### src/rtl/led_strobe_gen.sv
// Multi-group strobe LED driver: each group gets one slot per period with FLASHES on/off flashes then a dark tail.
// Latency: led_out/cycle_done register the pattern of the current counter state (one clock); free-running, no backpressure.
module led_strobe_gen #(
    parameter int LED_W   = 8,
    parameter int GROUPS  = 2,
    parameter int PERIOD  = 240000,
    parameter int FLASHES = 6
) (
    input  logic                                            clk,
    input  logic                                            rst_n,
    input  logic                                            en,
    input  logic [1:0]                                      mode,
    output logic [LED_W-1:0]                                led_out,
    output logic [((GROUPS > 1) ? $clog2(GROUPS) : 1)-1:0]  slot_idx,
    output logic                                            cycle_done
);

    localparam int SLOT_LEN = PERIOD / GROUPS;
    localparam int HALF     = SLOT_LEN / (2 * FLASHES);
    localparam int GW       = LED_W / GROUPS;
    localparam int NPH      = 2 * FLASHES;
    localparam int IDX_W    = (GROUPS > 1) ? $clog2(GROUPS) : 1;
    localparam int SLOT_W   = (SLOT_LEN > 1) ? $clog2(SLOT_LEN) : 1;
    localparam int HALF_W   = (HALF > 1) ? $clog2(HALF) : 1;
    localparam int PH_W     = (NPH + 1 > 1) ? $clog2(NPH + 1) : 1;

    if (LED_W % GROUPS != 0) begin : g_chk_groups
        $error("led_strobe_gen: LED_W must be a multiple of GROUPS");
    end
    if (HALF < 1) begin : g_chk_half
        $error("led_strobe_gen: PERIOD too short for GROUPS*2*FLASHES");
    end

    typedef enum logic [1:0] {
        M_ALT    = 2'b00,
        M_ALL    = 2'b01,
        M_INV    = 2'b10,
        M_STEADY = 2'b11
    } mode_e;

    typedef enum logic {
        S_IDLE = 1'b0,
        S_RUN  = 1'b1
    } state_e;

    state_e              r_state;
    mode_e               r_mode_q;
    logic [IDX_W-1:0]    r_slot_idx;
    logic [SLOT_W-1:0]   r_slot_cnt;
    logic [HALF_W-1:0]   r_half_cnt;
    logic [PH_W-1:0]     r_phase;
    logic [LED_W-1:0]    r_led;
    logic                r_cycle_done;

    logic                w_slot_end;
    logic                w_half_end;
    logic                w_last;
    logic                w_on;
    logic [LED_W-1:0]    w_grp;
    logic [LED_W-1:0]    w_pattern;

    assign w_slot_end = (r_slot_cnt == SLOT_W'(SLOT_LEN - 1));
    assign w_half_end = (r_half_cnt == HALF_W'(HALF - 1));
    assign w_last     = w_slot_end && (r_slot_idx == IDX_W'(GROUPS - 1));
    assign w_on       = (r_phase < PH_W'(NPH)) && !r_phase[0];

    always_comb begin
        w_grp = '0;
        for (int g = 0; g < GROUPS; g++) begin
            if (r_slot_idx == IDX_W'(g)) begin
                w_grp[g*GW +: GW] = {GW{1'b1}};
            end
        end
    end

    always_comb begin
        w_pattern = '0;
        case (r_mode_q)
            M_ALT:   w_pattern = w_on ? w_grp : '0;
            M_ALL:   w_pattern = w_on ? {LED_W{1'b1}} : '0;
            M_INV:   w_pattern = w_on ? ~w_grp : '0;
            default: w_pattern = {LED_W{1'b1}};
        endcase
    end

    always_ff @(posedge clk or negedge rst_n) begin
        if (!rst_n) begin
            r_state      <= S_IDLE;
            r_mode_q     <= M_ALT;
            r_slot_idx   <= '0;
            r_slot_cnt   <= '0;
            r_half_cnt   <= '0;
            r_phase      <= '0;
            r_led        <= '0;
            r_cycle_done <= 1'b0;
        end else begin
            case (r_state)
                S_IDLE: begin
                    r_led        <= '0;
                    r_cycle_done <= 1'b0;
                    r_slot_idx   <= '0;
                    r_slot_cnt   <= '0;
                    r_half_cnt   <= '0;
                    r_phase      <= '0;
                    if (en) begin
                        r_state  <= S_RUN;
                        r_mode_q <= mode_e'(mode);
                    end
                end
                default: begin
                    if (!en) begin
                        r_state      <= S_IDLE;
                        r_led        <= '0;
                        r_cycle_done <= 1'b0;
                        r_slot_idx   <= '0;
                        r_slot_cnt   <= '0;
                        r_half_cnt   <= '0;
                        r_phase      <= '0;
                    end else begin
                        r_led        <= w_pattern;
                        r_cycle_done <= w_last;
                        // Slot wrap wins over the flash counters; mode only changes on slot boundaries.
                        if (w_slot_end) begin
                            r_slot_cnt <= '0;
                            r_half_cnt <= '0;
                            r_phase    <= '0;
                            r_mode_q   <= mode_e'(mode);
                            r_slot_idx <= (r_slot_idx == IDX_W'(GROUPS - 1)) ? '0 : r_slot_idx + 1'b1;
                        end else begin
                            r_slot_cnt <= r_slot_cnt + 1'b1;
                            if (w_half_end) begin
                                r_half_cnt <= '0;
                                if (r_phase != PH_W'(NPH)) begin
                                    r_phase <= r_phase + 1'b1;
                                end
                            end else begin
                                r_half_cnt <= r_half_cnt + 1'b1;
                            end
                        end
                    end
                end
            endcase
        end
    end

    assign led_out    = r_led;
    assign slot_idx   = r_slot_idx;
    assign cycle_done = r_cycle_done;

endmodule

### config.mk
export PLATFORM = sky130hd
export DESIGN_NAME = led_strobe_gen
export DESIGN_NICKNAME = d
export VERILOG_FILES = /design/src/rtl/led_strobe_gen.sv
export SDC_FILE = /design/constraint.sdc
export NUM_CORES = 1
export LEC_CHECK = 0
export ABC_CLOCK_PERIOD_IN_PS = 3700
export CAP_MARGIN = 20
export CORE_MARGIN = 4
export CORE_UTILIZATION = 45
export CTS_BUF_LIST = sky130_fd_sc_hd__clkbuf_16
export CTS_CLUSTER_DIAMETER = 50
export DETAILED_ROUTE_END_ITERATION = 6
export GPL_TIMING_DRIVEN = 0
export PLACE_DENSITY = 0.67
export SLEW_MARGIN = 40
export SYNTH_ARGS = -nofsm -noshare
export SYNTH_HDL_FRONTEND = slang
export SYNTH_SLANG_ARGS = --single-unit
### constraint.sdc
create_clock -name clk -period 3.7 [get_ports clk]
set_input_delay 0.74 -clock clk [delete_from_list [all_inputs] [get_ports clk]]
set_output_delay 0.74 -clock clk [all_outputs]
set_load 0.01 [all_outputs]
## After elaboration in Yosys (flattened, before gate mapping)

Index checks and enable logic that the tools add are counted.

- Word-level logic and storage cells: 60
- Input port bits: 5
- Output and inout bits: 10
- Register bits after elaboration: 48

- Bitwise operators: 1
- Equal/unequal tests: 9
- Add/sub/neg operators: 4
- Mux-type cells: 31
- Reductions and logical operators: 6
- Magnitude comparators: 1

Operators with widths:

| cell | number |
|---|---|
| $mux 14 | 4 |
| $mux 17 | 3 |
| $mux 8 | 5 |
| $mux 4 | 7 |
| $pmux 8 s3 | 1 |
| $add 17x1->17 const B | 1 |
| $eq 17x17->1 const B | 1 |
| $add 14x1->14 const B | 1 |
| $eq 14x14->1 const B | 1 |
| $mux 2 | 4 |
| $ne 4x2->1 const B | 2 |
| $not 8->8 | 1 |
| $mux 1 | 7 |
| $add 4x1->4 const B | 1 |
| $lt 4x4->1 const B | 1 |
| $ne 4x4->1 const B | 1 |
| $reduce_and 2->1 | 2 |
| $ne 3x2->1 const B | 1 |
| $eq 2x1->1 const B | 1 |
| $eq 2x2->1 const B | 1 |
| $logic_and 1x1->1 | 2 |
| $logic_not 2->1 | 1 |
| $ne 2x1->1 const B | 1 |
| $add 1x1->1 const B | 1 |
| $logic_not 1->1 | 1 |

## Longest topological paths before layout

Gate-level depths: netlist (run 1).

- Depth in word-level cells: 6
- Mapped depth: 7

## Worst setup path after synthesis (run 1)

No wires, ideal clock.

- Kind: register to register
- Start: register r_half_cnt[6]
- End: register r_half_cnt[6]
- Cell stages (with the launch flop): 8
- Setup time: 0.119 ns
- Arrival: 1.800 ns
- Data required time: 3.581 ns
- Period minus slack after synthesis: 1.919 ns
- Slack: 1.781 ns
- Path buffers: 3
- Cells stage by stage: dfrtp_1 buf_6 or4b_4 nor4_4 or3_1 buf_6 buf_12 nor2_1

- Cells in the longest elaborated chain, start to end: 5

RTL lines:

| what | line | text |
|---|---|---|
| start: declaration | 50 | `logic [HALF_W-1:0] r_half_cnt;` |
| start signal: assignment | 137 | `r_half_cnt <= r_half_cnt + 1'b1;` |
| $add 14x1->14 / $eq 14x14->1 (equally long branches) | 137, 63 |  |
| $mux 14 * | 131 | `if (w_half_end) begin` |
| $mux 14 * | 123 | `if (w_slot_end) begin` |
| $mux 14 * | 111 | `if (!en) begin` |
| $mux 14 * | 97 | `case (r_state)` |

Every way passes the cells marked *; elsewhere a longest branch is shown, timed or not.
A chain may end at the register's enable or synchronous reset.

## Worst setup path in the final report (run 1)

- Start: register r_half_cnt[6]
- End: register r_half_cnt[5]

- Cells in the longest elaborated chain, start to end: 5

RTL lines:

| what | line | text |
|---|---|---|
| $eq 14x14->1 | 63 | `assign w_half_end = (r_half_cnt == HALF_W'(HALF - 1));` |
| $mux 14 | 131 |  |
| $mux 14 | 123 |  |
| $mux 14 | 111 |  |
| $mux 14 | 97 |  |

Every way passes these cells.

==> impl_metrics.yaml, run 1 <==
power_and_ir_drop:
  peakVddDrop_mv: 0.2638
  p_leak_nw: 0.9577
  p_per_area_nw_per_um2: 379.4
timing:
  rsz0062_at_grt: "false"
  max-slew-margin-rel: 0.6484
  fin_setup_tns_ps: 0
  setup_viol: 0
  whs_ps: 434.8
  slew_viol_final: 0
  max_freq_ghz: 0.4803
  timing_hold_violations_final: 0
  min_period_ps: 2082
  tightest_slew_ps: 527.4
  period_share: 0.5627
  fin_skew_ps: 4.482
grt:
  gr-usage-met3: 0.02810
  grt-busiest-layer: "met2"
  grtUsageTotal: 0.1428
  grt_util_met2: 0.2326
  gr-total-overflow: 0
  grt_max_degree: 43
  antenna_found_initial: 0
  first_global_vias: 1491
  met1_usage: 0.1769
  grt_pass1_wl_um: 6720
clock_network:
  insertion_delay_ps: 280
  cts.htree.levels: 2
  cts_resized: 0
  hold_buffers: 0
  clockBufferDepth: 2
  post-cts-setup-buffers: 0
  ctsRootBufferMaster: "clkbuf_16"
  numCtsBuffers: 5
  clk_pin_slew_ps: 60
  cts_tree: "built"
  clock-sinks: 42
route:
  wirelength_um: 3755
  viasPerCell: 5.321
  drtIter0Drc: 95
  drtPass1Iterations: 4
  drc: 0
  antenna_left: 0
  wl_per_cell_um: 13.08
  vias: 1527
outcome:
  status: "finished, final reports clean"
critical_path:
  path_max_fanout: 10
  cp-start-kind: "flip-flop"
  crit_type: "reg -> reg"
  end_kind: "flip-flop"
  reg2reg_depth: 7
  cp_data_arrival_time_ps: 2250
  crit_required_ps: 3870
synth:
  ys_warn_count: 0
  synth_cells: 213
  syn_area_um2: 2148
  syn_area_per_cell_um2: 10.09
  yosysSeqAreaShare: 0.4892
  ys_types: 38
  syn_nets: 222
  synth_seq_cells: 42
floorplan:
  fp-row-count: 24
  core-area_um2: 4474
  start_util: 0.4801
  die_h_um: 77.10
  dieArea_um2: 5944
  dieWidth_um: 77.10
  io_pins: 15
hold_path:
  hp-class: "in -> async"
layout:
  instances_no_fill: 287
  n_antenna_cell: 0
  drive_gt1_frac: 0.1149
  fin_nets: 243
  finalInstanceArea_um2: 2489
  syn2layout_area_growth_pct: 15.84
placed_design:
  place_area_um2: 2351
  port_buffers: 14
  dp.cells: 279
  hpwl_um: 2619
  gp_congestion: 0.7783
run:
  drv_cap: 0
[stage by stage]
step,total power (W),utilization,setup slack [ps]
after floorplan,0.0005125,-,1781
after global placement,0.0005439,0.5260,753.2
after detailed placement,0.0005452,0.5254,1431
after CTS,0.0009572,0.5562,1601
after global routing,0.0009872,0.5562,1485
final,0.0009442,0.5562,1618
[final cells by class]
| cell class | instances | area (µm²) |
|---|---|---|
| plain buffers | 13 | 105.1 |
| clock buffers | 5 | 125.1 |
| clock inverters | 3 | 12.51 |
| fillers | 395 | 1986 |
| inverters | 8 | 30.03 |
| multi-input cells | 150 | 962.2 |
| flip-flops and latches | 42 | 1051 |
| well taps | 52 | 65.06 |
| repair buffers | 14 | 137.6 |
[cell usage after synthesis]
library cell  count  area (µm²)
inv_1             8       30.03
nand2b_1          1       6.260
nor2_2            2       12.51
nand4_1           9       56.30
nor3b_1           1       7.510
or2_2             1       6.260
a211oi_1          1       7.510
nor4_2            1       12.51
nor3_1            7       35.03
or4_1             1       7.510
and3_1            1       6.260
a21oi_1           6       30.03
a41oi_1           1       8.760
buf_12            1       20.02
xnor2_1          24       210.2
nand2_1          10       37.54
o21ai_0           3       15.01
and4_1            2       17.52
dfrtp_1          42        1051
nand3_1          13       65.06
ha_1              4       50.05
buf_1             1       3.750
nor4_4            1       21.27
nor2_1           33       123.9
nor4_1           11       68.82
buf_2             2       10.01
or4b_4            1       13.76
nand4bb_1         1       11.26
or3_1             2       12.51
clkbuf_1          1       3.750
or4b_1            2       20.02
o21ai_1           1       5.000
nand4b_1          2       17.52
buf_6             2       22.52
buf_4             6       45.04
xor2_1            5       43.79
and4_2            1       10.01
mux2_2            2       22.52
[critical path: stages, from the launching register on]
cell and delay, ps:
dfrtp_1 380, buf_6 130, or4b_4 530, nor4_4 440
or3_1 190, buf_6 120, buf_12 120, nor2_1 50
[per-layer routing]
layer	vias up	part of all wire
met3	5	0.023
met1	728	0.49
met2	16	0.47
met5	-	0
met4	0	0.019
li1	778	-
[cell families (layout without fill, tap and decap cells)]
kind of cell / Yosys count / count (layout) / share of synthesized area
XOR/XNOR: 29 / 29 / 0.1182
AND/OR/NAND/NOR: 103 / 103 / 0.2650
AO/OA/AOI/OAI: 12 / 12 / 0.03087
multiplexers: 2 / 2 / 0.01048
adder cells (fa/ha/maj): 4 / 4 / 0.02330
flip-flops: 42 / 42 / 0.4892
buffers and inverters: 21 / 43 / 0.06290
[power by group]
| group | switching, W | total [W] | internal [W] |
|---|---|---|---|
| Sequential | 0.00000612 | 0.000473 | 0.000467 |
| Clock | 0.000166 | 0.000409 | 0.000244 |
| Combinational | 0.0000299 | 0.0000620 | 0.0000320 |
| Total | 0.000202 | 0.000944 | 0.000743 |
[state kept, by name (all words and copies together) (netlist names)]
name / count
r_phase: 4
led_out: 2
cycle_done: 1
r_slot_cnt: 17
r_half_cnt: 14
r_mode_q: 2
r_state: 1
slot_idx: 1
[placed cells by master (no fill, tap or decap), types with 9 or more instances in the layout]
cell and count:
xnor2_1 24, nor4_1 11, inv_1 9, dfrtp_1 42, nor2_1 33, nand3_1 13, nand4_1 9, nand2_1 10
clkdlybuf4s50_1 13
[worst paths after layout]
check | slack [ps] | from | endpoint
worst min register to register | 480 | r_half_cnt[0] | r_half_cnt[0]
worst max register to register | 1620 | r_half_cnt[6] | r_half_cnt[5]
max in group asynchronous | 2900 | rst_n | r_half_cnt[9]
min in group clk | 480 | r_half_cnt[0] | r_half_cnt[0]
worst max-delay path | 1620 | r_half_cnt[6] | r_half_cnt[5]
worst min-delay path | 430 | rst_n | r_half_cnt[10]
(Power assumes the default switching activity.)
==> inputs of run 2 (changes only) <==
- ABC_CLOCK_PERIOD_IN_PS: 3700 -> 2050
- clock period: 3.7 -> 2.05 ns (I/O delays scaled with it)
==> impl_metrics.yaml, run 2 (synthesized netlist as in run 1, its figures left out) <==
outcome:
  status: "finished, final reports clean"
power_and_ir_drop:
  p_leak_nw: 1.001
  p_per_area_nw_per_um2: 669.8
  peakVddDrop_mv: 0.4728
layout:
  n_antenna_cell: 0
  fin_nets: 247
  final_cell_mix: "dfrtp_1, nor2_1, xnor2_1"
  drive_gt1_frac: 0.1381
  final_common_cell: "dfrtp_1"
  top_register: "r_slot_cnt"
  final_core_util: 0.5682
  finalInstanceArea_um2: 2542
  syn2layout_area_growth_pct: 18.35
  largestRegisters: "r_slot_cnt x17, r_half_cnt x14, r_phase x4"
  nFillCells: 381
  largest_reg_flops: 17
placed_design:
  hpwl_um: 2619
  gp_congestion: 0.7783
  port_buffers: 14
  place_area_um2: 2351
  dp_slack_ps: -14.71
critical_path:
  end_kind: "flip-flop"
  path_max_fanout: 7
  crit_type: "reg -> reg"
  crit_required_ps: 2240
  cp_data_arrival_time_ps: 2200
  reg2reg_depth: 6
  cp-start-kind: "flip-flop"
route:
  drc: 0
  drtPass1Iterations: 4
  drtIter0Drc: 98
  wirelength_um: 3863
  wl_per_cell_um: 13.27
  antenna_left: 0
  vias: 1554
  viasPerCell: 5.340
hold_path:
  hp-class: "in -> async"
grt:
  gr-total-overflow: 0
  first_global_vias: 1493
  grt_max_degree: 43
  grt_pass1_wl_um: 6734
  grtUsageTotal: 0.1430
  antenna_found_initial: 0
clock_network:
  cts_tree: "built"
  clk_pin_slew_ps: 60
  clock-sinks: 42
  cts.htree.levels: 2
  ctsRootBufferMaster: "clkbuf_16"
  clockBufferDepth: 2
  hold_buffers: 0
  numCtsBuffers: 5
  insertion_delay_ps: 280
floorplan:
  dieArea_um2: 5944
  die_h_um: 77.10
  dieWidth_um: 77.10
  start_util: 0.4801
  io_pins: 15
  fp-row-count: 24
  core-area_um2: 4474
timing:
  tightest_slew_ps: 528.0
  slew_viol_final: 0
  timing_hold_violations_final: 0
  fin_ws_ps: 38.34
  setup_viol: 0
  fin_skew_ps: 4.145
  max_freq_ghz: 0.4971
  period_share: 0.9813
  max-slew-margin-rel: 0.6480
  min_period_ps: 2012
run:
  drv_cap: 0
==> run 2: final cells by class <==
| class | instances | area [µm²] | area share |
|---|---|---|---|
| multi-input cells | 150 | 977.2 | 0.3844 |
| flip-flops and latches | 42 | 1051 | 0.4134 |
| clock buffers | 5 | 125.1 | 0.04921 |
| well taps | 52 | 65.06 | 0.02559 |
| repair buffers | 19 | 175.2 | 0.06890 |
| plain buffers | 12 | 106.4 | 0.04183 |
| clock inverters | 3 | 12.51 | 0.004921 |
| inverters | 8 | 30.03 | 0.01181 |
==> run 2: stage by stage <==
stage	setup TNS (ps)	power, W	std cells	hold WS, ps
after detailed placement	-122.3	0.0009840	279	435.2
after CTS	0	0.001728	287	132.0
after global routing	-26.02	0.001783	291	153.1
after global placement	-23820	0.0009818	279	478.3
after floorplan	0	0.0009250	213	114.4
final	0	0.001703	291	105.7
==> run 2: routing by layer <==
metal | track usage | vias up | wire, µm | part of all wire
met5 | 0 | - | 0 | 0
li1 | - | 785 | - | -
met3 | 0.02810 | 5 | 85 | 0.022
met4 | 0.08007 | 0 | 72 | 0.019
met2 | 0.2326 | 18 | 1825 | 0.47
met1 | 0.1776 | 746 | 1880 | 0.49
==> run 2: final timing paths <==
check | start | to | slack [ps]
max | r_half_cnt[6] | r_phase[3] | 40
min | rst_n | r_half_cnt[10] | 110
max reg2reg | r_half_cnt[6] | r_phase[3] | 40
min reg2reg | r_half_cnt[0] | r_half_cnt[0] | 480
max in group asynchronous | rst_n | r_half_cnt[9] | 1580
min in group clk | r_half_cnt[0] | r_half_cnt[0] | 480
==> run 2: where the power goes <==
part	total (W)	internal, W	switching, W
registers	0.000854	0.000843	0.0000111
clock network	0.000736	0.000440	0.000297
logic	0.000113	0.0000587	0.0000540
total	0.00170	0.00134	0.000362
==> run 2: what timing repair did <==
action,in CTS,in global routing
hold endpoints to repair,0,0
gates resized for setup,1,4
pin swaps,1,3
buffers inserted,0,5
endpoints found under the setup margin,18,32
==> run 2: critical path, stage by stage (launching register included) <==
cell	delay (ps)
dfrtp_1	380
buf_6	130
or4b_4	530
nor4_4	350
buf_4	180
a41oi_1	120
a211oi_1	230
==> edit 1 (config.mk and constraints of run 2) <==
The parameter `FLASHES` goes from 6 to 12.
--- a/src/rtl/led_strobe_gen.sv
+++ b/src/rtl/led_strobe_gen.sv
@@ -5,5 +5,5 @@
     parameter int GROUPS  = 2,
     parameter int PERIOD  = 240000,
-    parameter int FLASHES = 6
+    parameter int FLASHES = 12
 ) (
     input  logic                                            clk,
Behaviour: no difference found for any inputs over 10 cycles, from zero or initial values and one cycle with rst_n low; that may be too few to reach the edited logic, so the function may still have changed.
==> edit 1 against run 2 <==
Total power grew 1.1%. Setup slack improved by 0.011 ns. Sequential power barely moved. Design area is 0.89% higher. First-iteration DRC count is 37% lower. Sequential cell count is the same. Synthesized cell count up 2.3%. Area after synthesis fell by 3.0%. Count of clock-buffer cells in the layout stayed put. Sequential share of layout area fell by 0.27 points. Clock power up 0.5%. Via count increased by 3.9%. Routed wire length up 3.3%.
==> edit 1: results (changes against run 2) <==
outcome finished, final reports clean; syn_nets 227 (+2.3%); Worst Skew 0.00530 ns (+0.00116 ns); top cells by count, synth dfrtp_1, nor2_1, a21oi_1, nand3_1, nand2_1; Final HPWL DP 2640 um (+0.65%); # Post-CTS Setup Buffers 3 (+3); R2R depth 5 (-1); CP max FO 9 (+2); M1 GR Usage 0.191 (+0.0132); met3 usage 0.0355 (+0.00736); Final nets 256 (+3.6%); DR iter-0 viols 62 (-37%); Placed Cells 285 (+2.2%); Reg-to-Reg End r_phase[4]$_DFFE_PN0P_; crit-path max cell delay 0.48 ns (-0.05 ns); YS warnings 0 (unchanged); gpl congestion 0.787 (+1.2%); WL met3 202 um (+140%); Synth area leaders dfrtp_1, nor2_1, xnor2_1; cts bufs inserted 5 (unchanged); DR WL met2 1830 um (+0.11%); Top Metal Used met4; hold_ws 0.0799 ns (-0.0258 ns); total track usage 0.145 (+0.00188); layout cells sized above 1 0.153 (+0.0152); Root Buffer clkbuf_16; Post-Synthesis Cells 218 (+2.3%); vias per inst 5.38 (+0.75%); register area share after synthesis 0.504 (+0.0150); Ant. Diodes 0 (unchanged); M1 WL 1920 um (+2.1%); Routed WL 3990 um (+3.3%); port buffer count 14 (unchanged); Regs by FF count r_slot_cnt (17), r_half_cnt (13), r_phase (5); first-pass GRT wire length 7080 um (+5.1%); Max clock buf depth 2 (unchanged); number of global-route vias before repair 1598 (+7.0%); Netlist cell types 31 (-18%); Fillers 382 (+0.26%); GR Layer Usage met2 0.236 (+0.00372); Worst-Margin Slew 0.431 ns (-0.0966 ns); top_reg_cell synth dfrtp_1; Max VDD drop 0.354 mV (-25%); slowest cell on the critical path or4_4; Leak Pwr 1.03 nW (+2.8%); post-CTS sizing 5 (+4); Top delay family on crit path simple AND/OR/NAND/NOR gates; wire per inst 13.3 um (+0.21%)
-- edit 1: changes by cell type after synthesis, sizes merged, moves of 4 or more --
cell | run 2 | this run
nand2 | 10 | 15
nor3 | 7 | 3
xor2 | 5 | 10
nand4 | 9 | 4
nor4 | 13 | 3
a21oi | 6 | 17
or3 | 2 | 7
o21ai | 4 | 11
buf | 12 | 8
or4 | 1 | 6
nor2 | 35 | 26
xnor2 | 24 | 11
and3 | 1 | 6
o211ai | 0 | 5
-- edit 1: final cells by class --
cell class	instances	share of cell area
Clock inverter	3	0.00488
Sequential cell	42	0.411
Multi-Input combinational cell	159	0.388
Buffer	11	0.0302
Clock buffer	5	0.0488
Inverter	5	0.00732
Timing Repair Buffer	23	0.0849
Tap cell	52	0.0254
-- edit 1: metrics by stage --
stage	area, um^2	utilization	setup slack (ns)
after floorplan	2080	-	0.0197
after global placement	2290	0.519	-0.579
after detailed placement	2310	0.523	-0.166
after CTS	2480	0.562	0.00704
after global routing	2560	0.581	-0.0140
final	2560	0.581	0.0496
-- edit 1: where the power goes --
group	internal [mW]	total, mW	switching [mW]
clock	0.440	0.740	0.300
combinational	0.0643	0.125	0.0604
sequential	0.843	0.857	0.0136
-- edit 1: kinds of logic after synthesis --
group           count (synthesis)  share of synthesized area
simple gates                   98                      0.245
flops                          42                      0.504
compound gates                 36                     0.0960
xor+xnor                       21                     0.0882
buf+inv                        17                     0.0426
fa+ha+maj                       4                     0.0240
-- edit 1: worst register-to-register path, delay by kind of cell (launching register included) --
kind | cells | cell delay, ns
AND/OR/NAND/NOR | 3 | 1.29
flip-flops | 1 | 0.39
buffers and inverters | 1 | 0.15
AO/OA/AOI/OAI | 1 | 0.12
==> edit 2 (config.mk and constraints of run 2) <==
Without the edit above. Add an input register stage for `en` and `mode`, without a reset; this delays them by one clock.
--- a/src/rtl/led_strobe_gen.sv
+++ b/src/rtl/led_strobe_gen.sv
@@ -24,4 +24,12 @@
     localparam int HALF_W   = (HALF > 1) ? $clog2(HALF) : 1;
     localparam int PH_W     = (NPH + 1 > 1) ? $clog2(NPH + 1) : 1;
+
+    logic en_q;
+    logic [1:0] mode_q;
+
+    always_ff @(posedge clk) begin
+        en_q   <= en;
+        mode_q <= mode;
+    end
 
     if (LED_W % GROUPS != 0) begin : g_chk_groups
@@ -103,11 +111,11 @@
                     r_half_cnt   <= '0;
                     r_phase      <= '0;
-                    if (en) begin
+                    if (en_q) begin
                         r_state  <= S_RUN;
-                        r_mode_q <= mode_e'(mode);
+                        r_mode_q <= mode_e'(mode_q);
                     end
                 end
                 default: begin
-                    if (!en) begin
+                    if (!en_q) begin
                         r_state      <= S_IDLE;
                         r_led        <= '0;
@@ -125,5 +133,5 @@
                             r_half_cnt <= '0;
                             r_phase    <= '0;
-                            r_mode_q   <= mode_e'(mode);
+                            r_mode_q   <= mode_e'(mode_q);
                             r_slot_idx <= (r_slot_idx == IDX_W'(GROUPS - 1)) ? '0 : r_slot_idx + 1'b1;
                         end else begin
Behaviour: not the same (a bounded check fails within 4 cycles, from zero or initial values and one cycle with rst_n low).
==> edit 2 against run 2 <==
Total power up 7.1%. Setup slack better by 0.046 ns. Largest power group unchanged. Area after synthesis up 0.64%. Design area up 1.1%. Clock power up 8.3%. Sequential cell count up 3. Combinational power down 4%. Worst hold slack better by 0.00083 ns. Routed wire length up 4.0%. Clock skew up 0.0043 ns. Critical path type unchanged.
==> edit 2: results (changes against run 2) <==
Compound-Gate Fraction of Synth Area 0.0388 (+0.00791); total track usage 0.148 (+0.00500); register area share after synthesis 0.514 (+0.0247); outcome finished, final reports clean; Fillers 400 (+5.0%); ClkCell Share 0.0574 (+0.00329); Leak Pwr 1.01 nW (+0.87%); Non-CTS buffers 26 (-16%); switching portion of total power 0.226 (+0.0141); CP arrival 2.13 ns (-0.07 ns); relative slew slack 0.646 (-0.00241); share of cell area taken by multi-input logic gates 0.385 (+0.000564); Sink Count 45 (+7.1%); Final HPWL DP 2720 um (+3.8%); first-pass GRT wire length 7160 um (+6.4%); pre-CTS worst setup slack 0.0357 ns (+0.0504 ns); Routed WL 4020 um (+4.0%); Final nets 246 (-0.40%); fraction of area in registers 0.432 (+0.0187); asr flop ratio synth 0.933 (-0.0667); Multi-In Gates 151 (+0.67%); number of global-route vias before repair 1584 (+6.1%); DR iter-0 viols 95 (-3.1%); Netlist cell types 31 (-18%); synthesized-area fraction occupied by adder cells 0.0231 (-0.000148); gpl congestion 0.756 (-2.9%); top cells by count, synth dfrtp_1, nor2_1, xnor2_1, nand3_1; syn_nets 222 (unchanged); Max VDD drop 0.391 mV (-17%); Synth area leaders dfrtp_1, xnor2_1, nor2_1; layout cells sized above 1 0.134 (-0.00362); post-synthesis mux area share 0.0104 (-0.0000667); Worst Skew 0.00841 ns (+0.00427 ns)
## edit 2: cell count changes in the layout (fill, tap and decap cells not counted), sizes merged, moves of 2 or more
cell and change:
buf -3, clkbuf -2, clkinv -2, clkinvlp +3, dfxtp +3, nand4 -2, nor2b +2, o21ai +2
or4b -2, xnor2 -2
## edit 2: cells by family (layout without fill, tap and decap cells)
group	after synthesis	after routing
flip-flops	45	45
buffers and inverters	17	42
AO/OA/AOI/OAI	15	15
adder cells (fa/ha/maj)	4	4
multiplexers	2	2
AND/OR/NAND/NOR	102	102
XOR/XNOR	28	28
## edit 2: power by group through the flow
stage / Sequential [mW] / Clock, mW / Combinational (mW)
6_report: 0.919 / 0.797 / 0.109
5_1_grt: 0.921 / 0.855 / 0.124
4_1_cts: 0.919 / 0.816 / 0.110
3_5_place_dp: 0.936 / 0 / 0.110
3_3_place_gp: 0.935 / 0 / 0.108
2_1_floorplan: 0.934 / 0 / 0.0518
## edit 2: what timing repair did
item,CTS,global route
resized for setup,0,7
buffers inserted,0,3
setup endpoints to repair,0,32
## edit 2: path summary, 6_finish.rpt
| path | end | slack, ns | depth (start not counted) | startpoint |
|---|---|---|---|---|
| setup / recovery | r_phase[1]$_DFFE_PN0P_ | 0.08 | 4 | r_half_cnt[7]$_DFF_PN0_ |
| setup reg to reg | r_phase[1]$_DFFE_PN0P_ | 0.08 | 4 | r_half_cnt[7]$_DFF_PN0_ |
| min in group clk | r_state$_DFF_PN0_ | 0.38 | 0 | en_q$_DFF_P_ |
| max in group asynchronous | r_half_cnt[13]$_DFF_PN0_ | 1.58 | 1 | rst_n |
| hold reg to reg | r_state$_DFF_PN0_ | 0.38 | 0 | en_q$_DFF_P_ |
| hold / removal | r_slot_cnt[1]$_DFF_PN0_ | 0.11 | 1 | rst_n |
## edit 2: layer usage
| metal | vias up | part of all wire | global-route usage | wire length [um] |
|---|---|---|---|---|
| li1 | 789 | - | - | - |
| met1 | 772 | 0.47 | 0.194 | 1890 |
| met2 | 22 | 0.49 | 0.240 | 1960 |
| met3 | 7 | 0.025 | 0.0281 | 102 |
| met4 | 0 | 0.017 | 0.0641 | 68 |
| met5 | - | 0 | 0 | 0 |
## edit 2: through the flow
step / hold WS, ns / instances / total power [mW] / util / cell area [um^2]
2_1_floorplan: 0.114 / 213 / 0.986 / - / 2160
3_3_place_gp: 0.364 / 279 / 1.04 / 0.526 / 2370
3_5_place_dp: 0.363 / 279 / 1.05 / 0.525 / 2360
4_1_cts: 0.132 / 287 / 1.85 / 0.558 / 2510
5_1_grt: 0.161 / 290 / 1.90 / 0.571 / 2570
6_report: 0.107 / 290 / 1.82 / 0.571 / 2570
## edit 2: worst max-delay path, stage by stage, from the launching register on
cell and delay (ns):
dfrtp_1 0.42, or4_4 0.58, or4_4 0.54, o21ai_0 0.21, a21oi_1 0.10
